--- config.mk ---
export PLATFORM = sky130hd
export DESIGN_NAME = route_unit
export DESIGN_NICKNAME = d
export VERILOG_FILES = /design/src/rtl/router_pkg.sv /design/src/rtl/route_calc_comb.sv /design/src/rtl/route_unit.sv
export SDC_FILE = /design/constraint.sdc
export NUM_CORES = 1
export LEC_CHECK = 0
export ABC_AREA = 1
export CORE_ASPECT_RATIO = 1.75
export CORE_UTILIZATION = 45
export DETAILED_ROUTE_END_ITERATION = 8
export PLACE_DENSITY = 0.79
export SYNTH_ARGS = -nofsm -noshare
export SYNTH_HDL_FRONTEND = slang
export SYNTH_SLANG_ARGS = --single-unit
--- constraint.sdc ---
create_clock -name clk_i -period 1.6 [get_ports clk_i]
set_clock_uncertainty 0.05 [all_clocks]
set_input_delay 0.32 -clock clk_i [delete_from_list [all_inputs] [get_ports clk_i]]
set_output_delay 0.32 -clock clk_i [all_outputs]
set_load 0.01 [all_outputs]
--- src/rtl/router_pkg.sv ---
// Shared router types and the neighbour/ejection direction function.
// Coordinates are zero-extended to COORD_W before comparison.
package router_pkg;

  localparam int COORD_W = 8;

  typedef enum logic [3:0] {
    DIR_NE    = 4'd0,
    DIR_NW    = 4'd1,
    DIR_SE    = 4'd2,
    DIR_SW    = 4'd3,
    DIR_N     = 4'd4,
    DIR_S     = 4'd5,
    DIR_E     = 4'd6,
    DIR_W     = 4'd7,
    DIR_LOCAL = 4'd8
  } dir_t;

  typedef enum logic [1:0] {
    FLIT_BODY   = 2'b00,
    FLIT_HEAD   = 2'b01,
    FLIT_TAIL   = 2'b10,
    FLIT_SINGLE = 2'b11
  } flit_type_t;

  typedef enum logic [0:0] {
    ROUTE_DIAG = 1'b0,
    ROUTE_XY   = 1'b1
  } route_mode_t;

  function automatic dir_t route_calc(
    input logic [COORD_W-1:0] dst_x,
    input logic [COORD_W-1:0] dst_y,
    input logic [COORD_W-1:0] self_x,
    input logic [COORD_W-1:0] self_y,
    input route_mode_t        mode
  );
    logic gx;
    logic gy;
    logic wx;
    logic sy;
    dir_t dir;
    gx  = (dst_x != self_x);
    gy  = (dst_y != self_y);
    wx  = (dst_x < self_x);
    sy  = (dst_y < self_y);
    dir = DIR_LOCAL;
    case (mode)
      ROUTE_DIAG: begin
        if (gx && gy) begin
          // Diagonal code equals {sy, wx} by construction of dir_t.
          case ({sy, wx})
            2'b00:   dir = DIR_NE;
            2'b01:   dir = DIR_NW;
            2'b10:   dir = DIR_SE;
            2'b11:   dir = DIR_SW;
            default: dir = DIR_LOCAL;
          endcase
        end else if (gy) begin
          dir = sy ? DIR_S : DIR_N;
        end else if (gx) begin
          dir = wx ? DIR_W : DIR_E;
        end else begin
          dir = DIR_LOCAL;
        end
      end
      ROUTE_XY: begin
        if (gx) begin
          dir = wx ? DIR_W : DIR_E;
        end else if (gy) begin
          dir = sy ? DIR_S : DIR_N;
        end else begin
          dir = DIR_LOCAL;
        end
      end
      default: dir = DIR_LOCAL;
    endcase
    return dir;
  endfunction

endpackage

--- src/rtl/route_calc_comb.sv ---
// Combinational output-direction lookup for one router port, fixed to the
// router's own coordinates and routing mode.
module route_calc_comb
  import router_pkg::*;
#(
  parameter int          XW     = 2,
  parameter int          YW     = 2,
  parameter int          SELF_X = 2,
  parameter int          SELF_Y = 2,
  parameter route_mode_t MODE   = ROUTE_DIAG
) (
  input  logic [XW-1:0] i_dst_x,
  input  logic [YW-1:0] i_dst_y,
  output dir_t          o_dir
);

  localparam logic [XW-1:0] LP_SELF_X = XW'(SELF_X);
  localparam logic [YW-1:0] LP_SELF_Y = YW'(SELF_Y);

  assign o_dir = route_calc(COORD_W'(i_dst_x), COORD_W'(i_dst_y),
                            COORD_W'(LP_SELF_X), COORD_W'(LP_SELF_Y), MODE);

endmodule

--- src/rtl/route_unit.sv ---
// Wormhole route stage: decodes head flits, locks the direction for the
// packet and forwards flits through a single output register slice.
module route_unit
  import router_pkg::*;
#(
  parameter int          XW     = 2,
  parameter int          YW     = 2,
  parameter int          SELF_X = 2,
  parameter int          SELF_Y = 2,
  parameter int          MAX_X  = 3,
  parameter int          MAX_Y  = 3,
  parameter int          FLIT_W = 16,
  parameter route_mode_t MODE   = ROUTE_DIAG
) (
  input  logic              clk_i,
  input  logic              rst_ni,
  input  logic              in_valid_i,
  output logic              in_ready_o,
  input  logic [FLIT_W-1:0] in_flit_i,
  output logic              out_valid_o,
  input  logic              out_ready_i,
  output logic [FLIT_W-1:0] out_flit_o,
  output dir_t              out_dir_o,
  output logic              err_o
);

  localparam logic [1:0] ST_IDLE = 2'd0;
  localparam logic [1:0] ST_PKT  = 2'd1;
  localparam logic [1:0] ST_DROP = 2'd2;

  logic [1:0]        r_state;
  logic [1:0]        w_state_nxt;
  dir_t              r_route;
  dir_t              r_out_dir;
  logic              r_out_valid;
  logic [FLIT_W-1:0] r_out_flit;
  logic              r_err;

  flit_type_t        w_type;
  logic [XW-1:0]     w_dst_x;
  logic [YW-1:0]     w_dst_y;
  logic              w_in_range;
  dir_t              w_calc_dir;
  dir_t              w_fwd_dir;
  logic              w_fwd;
  logic              w_err;
  logic              w_latch;
  logic              w_accept;

  assign w_type     = flit_type_t'(in_flit_i[FLIT_W-1:FLIT_W-2]);
  assign w_dst_x    = in_flit_i[XW-1:0];
  assign w_dst_y    = in_flit_i[XW+YW-1:XW];
  assign w_in_range = (int'(w_dst_x) <= MAX_X) && (int'(w_dst_y) <= MAX_Y);

  route_calc_comb #(
    .XW     (XW),
    .YW     (YW),
    .SELF_X (SELF_X),
    .SELF_Y (SELF_Y),
    .MODE   (MODE)
  ) u_calc (
    .i_dst_x (w_dst_x),
    .i_dst_y (w_dst_y),
    .o_dir   (w_calc_dir)
  );

  // Classify the presented flit: forward, error, route latch, next state.
  always_comb begin
    w_fwd       = 1'b0;
    w_err       = 1'b0;
    w_latch     = 1'b0;
    w_fwd_dir   = w_calc_dir;
    w_state_nxt = r_state;
    case (r_state)
      ST_IDLE: begin
        case (w_type)
          FLIT_HEAD: begin
            if (w_in_range) begin
              w_fwd       = 1'b1;
              w_latch     = 1'b1;
              w_state_nxt = ST_PKT;
            end else begin
              w_err       = 1'b1;
              w_state_nxt = ST_DROP;
            end
          end
          FLIT_SINGLE: begin
            if (w_in_range) begin
              w_fwd = 1'b1;
            end else begin
              w_err = 1'b1;
            end
          end
          default: w_err = 1'b1;
        endcase
      end
      ST_PKT: begin
        w_fwd_dir = r_route;
        case (w_type)
          FLIT_BODY: w_fwd = 1'b1;
          FLIT_TAIL: begin
            w_fwd       = 1'b1;
            w_state_nxt = ST_IDLE;
          end
          default: w_err = 1'b1;
        endcase
      end
      ST_DROP: begin
        if (w_type == FLIT_TAIL) begin
          w_state_nxt = ST_IDLE;
        end else begin
          w_state_nxt = ST_DROP;
        end
      end
      default: w_state_nxt = ST_IDLE;
    endcase
  end

  // Dropped flits never occupy the slice, so they are taken regardless of it.
  assign in_ready_o = !r_out_valid || out_ready_i || !w_fwd;
  assign w_accept   = in_valid_i && in_ready_o;

  // Packet state advances only on accepted flits.
  always_ff @(posedge clk_i or negedge rst_ni) begin
    if (!rst_ni) begin
      r_state <= ST_IDLE;
    end else if (w_accept) begin
      r_state <= w_state_nxt;
    end
  end

  // Direction locked by the head flit for the rest of the packet.
  always_ff @(posedge clk_i or negedge rst_ni) begin
    if (!rst_ni) begin
      r_route <= DIR_LOCAL;
    end else if (w_accept && w_latch) begin
      r_route <= w_calc_dir;
    end
  end

  // Output slice: load and drain may happen on the same edge.
  always_ff @(posedge clk_i or negedge rst_ni) begin
    if (!rst_ni) begin
      r_out_valid <= 1'b0;
      r_out_flit  <= '0;
      r_out_dir   <= DIR_LOCAL;
    end else if (w_accept && w_fwd) begin
      r_out_valid <= 1'b1;
      r_out_flit  <= in_flit_i;
      r_out_dir   <= w_fwd_dir;
    end else if (out_ready_i) begin
      r_out_valid <= 1'b0;
    end
  end

  // Error pulse for the cycle following the offending flit.
  always_ff @(posedge clk_i or negedge rst_ni) begin
    if (!rst_ni) begin
      r_err <= 1'b0;
    end else begin
      r_err <= w_accept && w_err;
    end
  end

  assign out_valid_o = r_out_valid;
  assign out_flit_o  = r_out_flit;
  assign out_dir_o   = r_out_dir;
  assign err_o       = r_err;

endmodule

==> results.cfg, run 1 <==
[drt]
vias_per_cell = 4.87
postRouteAntennaNets = 0
vias = 1189
routed_wl_mm = 2.92
dr.pass1.iters = 4
wl_per_cell_um = 12.0
remaining_drc_errors = 0
drt-initial-drc-count = 26

[worst_setup_path]
critical_path_class = flop to output pin
r2r-end = out_dir_o[1]$_DFFE_PN0P_
worst_setup_path_start_kind = flop
cp-endpoint = out_flit_o[3]
arrival_ps = 1180
path_cells = clkdlybuf4s50_1
regToRegSetupSlack_ps = 250
path_delay_family = buffers and inverters
critPathLaunch = out_flit_o[3]$_DFFE_PN0P_
crit-reg2reg-launch = r_state[0]$_DFFE_PN0P_
rr_worst_depth = 7
critPathMaxStageDelay_ps = 550
path_depth = 1
critPathBufInv = 1
crit_slowest_cell = clkdlybuf4s50_1
crit_required_ps = 1230
end_kind = output pin
critPathMaxFanout = 2

[placement]
postPlaceCellArea_um2 = 1840
gp_congestion = 0.847
io_buffers = 42
post-place-cells = 239
dp_hpwl_mm = 2.25

[sta]
whs_ps = 354
relSlewSlack = 0.767
max_freq_mhz = 643
worst_slew_pin_slew_ps = 349
period_needed_ps = 1550
period_share = 0.972
finalHoldViolCount = 0
setup_viol = 0
slew_violations = 0

[grt]
use_met3 = 0.0322
grt_overflow = 0
first_global_vias = 1185
met1_usage = 0.229
grt_max_degree = 29
antenna_found_initial = 0
met2_usage = 0.386
grt_most_used_layer = met2
grt_pass1_wl_mm = 4.93
grtUsageTotal = 0.206

[synth]
synth_seq_area_share = 0.546
netlist_instances = 158
yosysTopAreaCell = dfrtp_1
yosys_register_bits = 28
synth_cell_types = 18
synthesis.nets = 181
yosysWarnings = 0
syn_area_um2 = 1290
netlist_top_cells_area = dfrtp_1 51%, nand2_1 26%, dfstp_2 4.1%, inv_1 4.1%, ha_1 2.9%
synth_top_area_share = 0.505
syn_avg_cell_area_um2 = 8.15

[die]
rows = 25
ioPinCount = 43
die_area_um2 = 3090
die_h_um = 72.8
die_w_um = 42.4
core_um2 = 2720
initial_core_util = 0.473

[clock_tree]
cts.sink_count = 28
clk_pin_slew_ps = 90
cts_max_path_buffers = 2
cts_tree = done
clk_latency_ps = 270
numCtsBuffers = 3
htree_levels = 1
root_buffer = clkbuf_8
ctsHoldBuffers = 0

[finish]
area_growth_pct = 49.5
drive_gt1_frac = 0.166
nets = 241
finish.utilization = 0.707
final_area_um2 = 1920
fill_cells = 227
antenna_cells = 0
final_cells = 244

[power_and_ir_drop]
p_leak_nw = 1.05
irDropWorstVdd_v = 0.000689
p_per_area_nw_per_um2 = 1300
total_power_mw = 2.50

[min_path]
hold_path_class = primary input to asynchronous set/reset pin

[run_status]
outcome = completed

[run]
cap_violations = 0
[state kept, by name, indices dropped and copies added, names as in the netlist]
name / flops
out_flit_o: 16
out_dir_o: 4
r_route: 4
r_state: 2
err_o: 1
out_valid_o: 1
[cells in the mapped netlist]
| cell type | instances |
|---|---|
| buf_4 | 1 |
| buf_6 | 2 |
| dfrtp_1 | 26 |
| dfstp_2 | 2 |
| ha_1 | 3 |
| inv_1 | 14 |
| inv_2 | 1 |
| inv_4 | 1 |
| nand2_1 | 89 |
| nand2_2 | 1 |
| nand2_4 | 1 |
| nand3_1 | 3 |
| nand4_1 | 1 |
| nand4_4 | 1 |
| nor2_1 | 5 |
| nor2_4 | 1 |
| o21ai_0 | 3 |
| o21ai_1 | 3 |
[layout make-up]
type | instances | area (um^2) | area share
timing repair buffer | 58 | 551 | 0.286
sequential | 28 | 703 | 0.365
tap | 27 | 33.8 | 0.0176
clock buffer | 4 | 55.1 | 0.0286
inverter | 16 | 62.6 | 0.0325
multi-input combinational | 111 | 519 | 0.270
[per-layer routing]
layer | share of wire | routed length, um
met1 | 0.39 | 1150
met2 | 0.55 | 1600
met3 | 0.038 | 111
met4 | 0.020 | 59
met5 | 0 | 0
[worst min-delay path by stage]
stage / startpoint / endpoint
global placement: r_route[1]$_DFFE_PN0P_ / r_route[1]$_DFFE_PN0P_
finish: rst_ni / out_dir_o[2]$_DFFE_PN0P_
global route: rst_ni / r_state[0]$_DFFE_PN0P_
CTS: rst_ni / out_flit_o[13]$_DFFE_PN0P_
detailed placement: r_route[3]$_DFFE_PN1P_ / r_route[3]$_DFFE_PN1P_
floorplan: rst_ni / err_o$_DFF_PN0_
[cell usage in the layout (no fill, tap or decap)]
master / count
dlymetal6s2s_1: 2
ha_1: 2
o21ai_1: 3
nand3_2: 1
inv_4: 1
nor2_1: 3
ha_4: 1
buf_2: 1
nor2_2: 1
buf_4: 15
inv_1: 11
dfrtp_1: 26
nand4_4: 1
buf_12: 1
nor2_4: 2
nand2_1: 89
clkbuf_8: 4
dfstp_2: 2
nand3_1: 2
dlygate4sd2_1: 2
nand2_4: 1
clkdlybuf4s50_1: 37
nand4_1: 1
nand2_2: 1
inv_2: 4
o21ai_0: 3
[worst register-to-register path: cells and delay by family, from the launching register on]
kind,cells,cell delay (ps)
flops,1,430
buf+inv,3,400
simple gates,3,250
compound gates,1,140
[metrics by stage]
step,worst slack (ps),setup TNS [ps]
2_1_floorplan,255,0
3_5_place_dp,-502,-4340
6_report,45.2,0
3_3_place_gp,-445,-3130
5_1_grt,-5.16,-5.16
4_1_cts,14.6,0
[cell families (layout without fill, tap and decap cells)]
logic type / after synthesis / after routing / share of synthesized area
DFF: 28 / 28 / 0.546
adders and majority gates: 3 / 3 / 0.0292
and+or+nand+nor: 102 / 102 / 0.329
buffers and inverters: 19 / 78 / 0.0719
AOI/OAI and AO/OA: 6 / 6 / 0.0233
[where the power goes]
group / switching [mW] / leakage [nW] / total (mW) / internal [mW]
sequential: 0.134 / 0.347 / 1.08 / 0.944
combinational: 0.444 / 0.671 / 0.992 / 0.548
clock: 0.212 / 0.0288 / 0.432 / 0.220
[what timing repair did]
action,4_1_cts,5_1_grt
buffers inserted,0,1
setup endpoints to repair,4,6
pin swaps,0,3
resized for setup,7,10
No activity file was read; power rests on OpenSTA's default activity.
==> run 2: changes to the inputs <==
CORE_UTILIZATION = 40   (was 45)
GPL_TIMING_DRIVEN = 0   (was unset)
PLACE_DENSITY = 0.74   (was 0.79)
clock period = 1.33 ns   (was 1.6 ns; I/O delays follow)
==> run 2 against run 1 <==
Net effect:
- the flow now finishes with violations (hold timing, setup timing)
- worst hold slack got worse by 400 ps
- core utilization is 4.0 points lower
- via count grew 2.2%
- wire length increased by 13%
- largest cell class unchanged
==> results.cfg, run 2 (synthesis results as in run 1) <==
[sta]
finalHoldViolCount = 26
worst_slew_pin_slew_ps = 686
whs_ps = -43.3
max_freq_mhz = 684
relSlewSlack = 0.542
setup_viol = 6
period_share = 1.10
setup_tns_ps = -166
slew_violations = 0
setup_ws_ps = -131
period_needed_ps = 1460
rsz0062_at_grt = yes

[worst_setup_path]
path_delay_family = flip-flops
regToRegSetupSlack_ps = -10
critPathMaxFanout = 3
critPathLaunch = r_state[0]$_DFFE_PN0P_
crit_slowest_cell = dfrtp_1
crit-reg2reg-launch = r_state[0]$_DFFE_PN0P_
rr_worst_depth = 8
path_cells = inv_2 > nand2_4 > nand2_4 > nand3_4 > buf_6
crit_required_ps = 1010
critPathBufInv = 2
critPathMaxStageDelay_ps = 410
r2r-end = out_flit_o[4]$_DFFE_PN0P_
worst_setup_path_start_kind = flop
arrival_ps = 1150
crit_path_frequent_cell = nand2_4
critical_path_class = flop to output pin
end_kind = output pin

[drt]
wl_met2_mm = 1.99
dr.max_layer_used = met4
remaining_drc_errors = 0
vias_per_cell = 4.73
vias = 1215
drt-initial-drc-count = 41
routed_wl_mm = 3.31
postRouteAntennaNets = 0
dr.pass1.iters = 4
m1WireLength_mm = 1.12
wl_per_cell_um = 12.9
route.met3.wl_um = 130

[placement]
dp_hpwl_mm = 2.13
io_buffers = 42
gp_congestion = 0.772
postPlaceCellArea_um2 = 1760

[power_and_ir_drop]
irDropWorstVdd_v = 0.00123
p_sw_mw = 1.01
total_power_mw = 2.91
p_per_area_nw_per_um2 = 1460
p_int_mw = 1.90
p_seq_frac = 0.440
combinationalPowerShare = 0.396
p_leak_nw = 1.11
sw_frac_of_total = 0.346
p_clk_frac = 0.164

[die]
ioPinCount = 43
core_um2 = 2990
die_area_um2 = 3460
die_h_um = 77.1
rows = 26
die_w_um = 44.9
initial_core_util = 0.430

[clock_tree]
clk_pin_slew_ps = 90
root_buffer = clkbuf_8
clk_latency_ps = 280
cts_tree = done
ctsHoldBuffers = 0
cts.sink_count = 28
cts_max_path_buffers = 2
htree_levels = 1
numCtsBuffers = 3

[finish]
layout_common_cells = 70 x nand2_1, 26 x dfrtp_1, 24 x dlygate4sd2_1, 16 x nand2_2, 13 x clkdlybuf4s50_1
largest_reg_flops = 16
finish.utilization = 0.667
area_growth_pct = 55.0
fill_cells = 241
drive_gt1_frac = 0.288
final_common_cell = nand2_1
nets = 239
antenna_cells = 0
final_area_um2 = 2000

[grt]
first_global_vias = 1160
grtUsageTotal = 0.194
grt_overflow = 0
grt_pass1_wl_mm = 4.92
antenna_found_initial = 0
grt_max_degree = 29

[min_path]
hold_path_class = primary input to asynchronous set/reset pin

[run]
cap_violations = 0

[run_status]
outcome = finished with violations
violations = hold timing, setup timing
==> run 2: power by group through the flow <==
| stage | registers, mW | clock network [mW] | logic [mW] |
|---|---|---|---|
| 6_report | 1.28 | 0.477 | 1.15 |
| 5_1_grt | 1.31 | 0.516 | 1.26 |
| 4_1_cts | 1.28 | 0.486 | 1.03 |
| 3_5_place_dp | 1.30 | 0 | 1.15 |
| 3_3_place_gp | 1.29 | 0 | 1.12 |
| 2_1_floorplan | 1.40 | 0 | 0.394 |
==> run 2: through the flow <==
step / worst slack [ps] / hold slack (ps) / cells
after floorplan: 39.0 / -79.6 / 158
final: -131 / -43.3 / 257
after detailed placement: -680 / 413 / 242
after CTS: -134 / 329 / 253
after global routing: -192 / 10.8 / 257
after global placement: -643 / 400 / 242
==> run 2: area by class of cell <==
type / count / area [um^2] / share of cell area
Tap cell: 42 / 52.6 / 0.0263
Buffer: 3 / 37.5 / 0.0188
Sequential cell: 28 / 703 / 0.352
Timing Repair Buffer: 53 / 489 / 0.245
Inverter: 16 / 62.6 / 0.0313
Multi-Input combinational cell: 111 / 606 / 0.303
Clock buffer: 4 / 45.0 / 0.0226
==> run 2: timing repair <==
action                     in CTS  in global routing
setup endpoints to repair      67                 49
cloned                          0                  1
gates resized for setup        51                 37
buffers inserted                7                  5
pin swaps                       4                 13
==> run 2: worst max path at each step <==
stage,end,slack [ps],depth (start not counted)
final,in_ready_o,-130,5
after global routing,in_ready_o,-190,5
after CTS,in_ready_o,-130,5
after detailed placement,in_ready_o,-680,6
after global placement,in_ready_o,-640,6
after floorplan,out_dir_o[1]$_DFFE_PN0P_,40,8
==> run 2: metal layers <==
metal  vias up  GRT usage
met3         7     0.0259
met2        37      0.359
met4         0      0.118
li1        589          -
met1       582      0.186
met5         -          0
